<file path="config.mk">
export PLATFORM = sky130hd
export DESIGN_NAME = game_msg_tx
export DESIGN_NICKNAME = d
export VERILOG_FILES = /design/src/rtl/game_msg_tx.sv
export SDC_FILE = /design/constraint.sdc
export NUM_CORES = 1
export LEC_CHECK = 0
export ABC_AREA = 1
export BUFFER_PORTS_ARGS = -buffer_cell sky130_fd_sc_hd__buf_2
export CAP_MARGIN = 20
export CORE_MARGIN = 8
export CORE_UTILIZATION = 61
export CTS_CLUSTER_SIZE = 24
export DETAILED_ROUTE_END_ITERATION = 10
export PLACE_DENSITY_LB_ADDON = 0.12
export SYNTH_ARGS = -nofsm -noshare
export SYNTH_HDL_FRONTEND = slang
export SYNTH_SLANG_ARGS = --single-unit
</file>
<file path="constraint.sdc">
create_clock -name clk -period 4.25 [get_ports clk]
set_clock_uncertainty 0.05 [all_clocks]
set_input_delay 0.2125 -clock clk [delete_from_list [all_inputs] [get_ports clk]]
set_output_delay 0.2125 -clock clk [all_outputs]
set_load 0.03 [all_outputs]
</file>
<file path="src/rtl/game_msg_tx.sv">
// Multiplayer game message transmitter: turns ready/hit/game-over events into UART bytes.
// One byte per SEND cycle and at least a GAP_CYCLES idle window between bytes; waits in IDLE while tx_full.
module game_msg_tx #(
  parameter logic [7:0] CHAR_READY   = 8'h52,
  parameter logic [7:0] CHAR_HIT     = 8'h48,
  parameter logic [7:0] CHAR_OVER    = 8'h56,
  parameter int         GAP_CYCLES   = 16,
  parameter int         READY_PERIOD = 1024
) (
  input  logic       clk,
  input  logic       rst,
  input  logic       multiplayer,
  input  logic       player_ready,
  input  logic       player_hit,
  input  logic       game_over,
  input  logic       tx_full,
  output logic       wr_uart,
  output logic [7:0] w_data,
  output logic       busy,
  output logic       hit_overflow
);

  localparam int GW = (GAP_CYCLES > 1) ? $clog2(GAP_CYCLES) : 1;
  localparam int HW = (READY_PERIOD > 1) ? $clog2(READY_PERIOD) : 1;

  typedef enum logic [1:0] {IDLE, SEND, GAP, DONE} state_t;

  state_t          state_q, state_d;
  logic [GW-1:0]   gap_cnt_q, gap_cnt_d;
  logic [HW-1:0]   hb_cnt_q, hb_cnt_d;
  logic [3:0]      hit_cnt_q, hit_cnt_d;
  logic            over_pend_q, over_pend_d;
  logic            ready_pend_q, ready_pend_d;
  logic            hit_ovf_q, hit_ovf_d;
  logic            hit_in_q, over_in_q, ready_in_q;
  logic            arm_q;
  logic            wr_uart_q, wr_uart_d;
  logic [7:0]      w_data_q, w_data_d;

  logic any_pend, launch, clear;
  logic hit_evt, over_evt, ready_evt, hb_tick;
  logic take_over, take_hit, take_ready;

  // arm_q masks the first cycle after reset so a level already high is not seen as an edge
  assign hit_evt   = arm_q & multiplayer & player_hit   & ~hit_in_q;
  assign over_evt  = arm_q & multiplayer & game_over    & ~over_in_q;
  assign ready_evt = arm_q & multiplayer & player_ready & ~ready_in_q;
  assign hb_tick   = multiplayer & player_ready & (hb_cnt_q == HW'(READY_PERIOD - 1));
  assign any_pend  = over_pend_q | ready_pend_q | (hit_cnt_q != 4'd0);

  always_ff @(posedge clk) begin
    if (!rst) begin
      state_q      <= IDLE;
      gap_cnt_q    <= '0;
      hb_cnt_q     <= '0;
      hit_cnt_q    <= 4'd0;
      over_pend_q  <= 1'b0;
      ready_pend_q <= 1'b0;
      hit_ovf_q    <= 1'b0;
      hit_in_q     <= 1'b0;
      over_in_q    <= 1'b0;
      ready_in_q   <= 1'b0;
      arm_q        <= 1'b0;
      wr_uart_q    <= 1'b0;
      w_data_q     <= 8'h00;
    end else begin
      state_q      <= state_d;
      gap_cnt_q    <= gap_cnt_d;
      hb_cnt_q     <= hb_cnt_d;
      hit_cnt_q    <= hit_cnt_d;
      over_pend_q  <= over_pend_d;
      ready_pend_q <= ready_pend_d;
      hit_ovf_q    <= hit_ovf_d;
      hit_in_q     <= player_hit;
      over_in_q    <= game_over;
      ready_in_q   <= player_ready;
      arm_q        <= 1'b1;
      wr_uart_q    <= wr_uart_d;
      w_data_q     <= w_data_d;
    end
  end

  always_comb begin
    state_d = state_q;
    case (state_q)
      IDLE: if (multiplayer && !tx_full && any_pend) state_d = SEND;
      SEND: state_d = (w_data_q == CHAR_OVER) ? DONE : GAP;
      GAP:  if (gap_cnt_q == GW'(GAP_CYCLES - 1)) state_d = IDLE;
      DONE: if (!multiplayer) state_d = IDLE;
      default: state_d = IDLE;
    endcase
  end

  always_comb begin
    launch     = (state_q == IDLE) && (state_d == SEND);
    clear      = (state_q == DONE) ||
                 (!multiplayer && ((state_q == IDLE) || (state_q == GAP)));
    take_over  = 1'b0;
    take_hit   = 1'b0;
    take_ready = 1'b0;
    wr_uart_d  = launch;
    w_data_d   = w_data_q;
    // the byte is chosen and its pending state consumed on entry to SEND
    if (launch) begin
      if (over_pend_q) begin
        take_over = 1'b1;
        w_data_d  = CHAR_OVER;
      end else if (hit_cnt_q != 4'd0) begin
        take_hit = 1'b1;
        w_data_d = CHAR_HIT;
      end else begin
        take_ready = 1'b1;
        w_data_d   = CHAR_READY;
      end
    end

    over_pend_d  = (over_pend_q & ~take_over) | over_evt;
    ready_pend_d = (ready_pend_q & ~take_ready) | ready_evt | hb_tick;
    hit_cnt_d    = hit_cnt_q;
    hit_ovf_d    = hit_ovf_q;
    case ({hit_evt, take_hit})
      2'b10: begin
        if (hit_cnt_q == 4'd15) hit_ovf_d = 1'b1;
        else                    hit_cnt_d = hit_cnt_q + 4'd1;
      end
      2'b01:   hit_cnt_d = hit_cnt_q - 4'd1;
      default: hit_cnt_d = hit_cnt_q;
    endcase

    hb_cnt_d  = (multiplayer && player_ready && !hb_tick) ? hb_cnt_q + HW'(1) : '0;
    gap_cnt_d = (state_q == GAP) ? gap_cnt_q + GW'(1) : '0;

    if (clear) begin
      over_pend_d  = 1'b0;
      ready_pend_d = 1'b0;
      hit_cnt_d    = 4'd0;
      hb_cnt_d     = '0;
    end
  end

  assign wr_uart      = wr_uart_q;
  assign w_data       = w_data_q;
  assign busy         = any_pend || (state_q == SEND) || (state_q == GAP);
  assign hit_overflow = hit_ovf_q;

endmodule
</file>
==> metrics.txt <==
status finished clean; max layer used met4; Wirelength per Cell 11.1 um; PD cells 376 nW/um^2; Pre-antenna DRT Iters 4; final slew viol count 0; Ant. Diodes 0; clock sink count 32; gr ovfl total 0; initial antenna violation count 0; Leak 0.785 nW; CTS max path bufs 2; Hold Path Class in2reg; number of synthesized flops with an enable pin 0; fraction of registers with async set/reset 0%; placed instance count 234; post-CTS setup-driven buffer insertion count 0; Finished Layout Cells 241; worst-path fanout max 9; final core utilization 69.3%; Final nets 223; IO Count 18; final hold violations 0; hold path startpoint rst; Placer Congestion 0.819; post-cts resize count 0; Worst Path Required 4.43 ns; clk slew on worst S/H paths 0.09 ns; DR WL met2 1290 um; root buffer cell clkbuf_4; Yosys reg bits 32; remaining antenna violation count 0; Final WS setup 2.08 ns; Cells after Synth 192; Vias/cell 4.88; CTS tree done; Startpoint Class register; CP Data Arrival Time 2.35 ns; most frequent cells in the layout dfxtp_1 (32), nand2_1 (29), nor2_1 (26); Max Fclk 0.460 GHz; Buffers on Ports 14; max-cap violations 0; Top FF cell, synth dfxtp_1; Vias 1176; Tcrit/Tclk final 51.1%; Fin Setup TNS 0 ns; Num CTS Buffers 5; Critical Path End Type register; number of global-route vias before repair 1147; distinct cell type count after synthesis 32; clk_lat worst skew 0.32 ns; largest net degree at the start of global routing 11; die area 4380 um^2; share of post-route cells with drive strength above 1 24.6%; chip width 66.2 um; critical path startpoint hit_cnt_q[0]; First DRT Iteration DRCs 66; Routed met1 length 1210 um; endpoints failing setup 0; initial core utilization 63.2%; hold slack 0.0242 ns; Final min period 2.17 ns; post-detail-place hpwl 2050 um; most common cell after layout, fill and taps aside dfxtp_1; ranking of synthesized cells by area dfxtp_1 (42%), nand2_1 (7.1%), nor2_1 (6.4%), inv_1 (5.9%), nor2_2 (3.7%); DRC 0; unrepaired setup endpoints after global routing false; Core Rows 18; Worst R2R Start hit_cnt_q[0]; Post-CTS Hold Fix Bufs 0; global-route wire length before repair 4710 um; Worst VDD drop 0.358 mV; H-tree depth 2; Die Y 66.2 um; Syn Std Cell Area 1540 um^2; area delta synth->final 9.77%; Core Area 2430 um^2; final WL 2690 um; met3 WL 136 um; Avg Inst Size Synth 8.00 um^2; GRT Util Overall 13.8%; CP Class reg2reg; share of the synthesized area in the top cell type 41.7%; area leader, netlist dfxtp_1; Setup WS pre-CTS 2.10 ns; yosys warns 0; post-synthesis sequential area ratio 41.7%
critical path, stage by stage, from the launching register on:
cell and delay [ns]:
dfxtp_1 0.36, nor2_2 0.19, nand3_2 0.13, nand3_4 0.16, nor2_8 0.06, nand2_4 0.09, inv_1 0.07, ha_1 0.28
a21o_1 0.18, a21oi_1 0.17, nand3_1 0.12, a21oi_1 0.15, nor2_1 0.05
cells in the mapped netlist (3+ instances only):
cell type,instances
ha_1,4
nand2_1,29
nor2_1,26
nor3_1,3
nand3_1,9
o21ai_0,3
xor2_1,3
dfxtp_1,32
buf_4,4
nor2_2,9
xnor2_1,4
a21oi_1,10
nand2_2,3
inv_1,24
inv_2,6
per-stage QoR:
stage	power, W	instance area (um^2)
4_1_cts	0.000639	1690
6_report	0.000635	1690
5_1_grt	0.000665	1690
3_5_place_dp	0.000451	1620
2_1_floorplan	0.000426	1540
3_3_place_gp	0.000447	1620
layer usage:
layer,GRT usage (%),vias up
met1,14.9,521
met3,5.42,5
li1,-,629
met5,0,-
met2,23.2,21
met4,6.40,0
path summary, 6_finish.rpt:
path / slack [ns] / depth (start not counted) / endpoint
worst max-delay path: 2.08 / 12 / hit_cnt_q[3]
worst min-delay path: 0.02 / 1 / arm_q
worst max register to register: 2.08 / 12 / hit_cnt_q[3]
worst min register to register: 0.40 / 1 / gap_cnt_q[0]
layout make-up:
type                    count  area, um^2
well taps                  30        37.5
flip-flops and latches     32         641
multi-input cells         128         761
clock buffers               7        65.1
repair buffers             14        70.1
inverters                  30         113
fillers                   209         746
sequential cells by signal, indices dropped and copies added (netlist names):
name / count
state_q: 2
ready_pend_q: 1
ready_in_q: 1
hb_cnt_q: 10
hit_overflow: 1
over_pend_q: 1
hit_in_q: 1
arm_q: 1
hit_cnt_q: 4
over_in_q: 1
gap_cnt_q: 4
w_data: 4
wr_uart: 1
report_power, final:
part	internal (W)	total (W)	switching (W)
Sequential	0.000313	0.000324	0.0000114
Combinational	0.0000352	0.000120	0.0000844
Clock	0.0000937	0.000191	0.0000969
kinds of logic (layout without fill, tap and decap cells):
kind of cell | Yosys count | in the layout | synth area share [%]
adders and majority gates | 5 | 5 | 4.56
and+or+nand+nor | 93 | 93 | 32.3
AOI/OAI and AO/OA | 20 | 20 | 7.90
DFF | 32 | 32 | 41.7
xor gates and xnor gates | 7 | 7 | 3.99
other | 1 | 3 | 0.244
buffers and inverters | 34 | 51 | 9.28
Power figures use the tool's default switching activity.
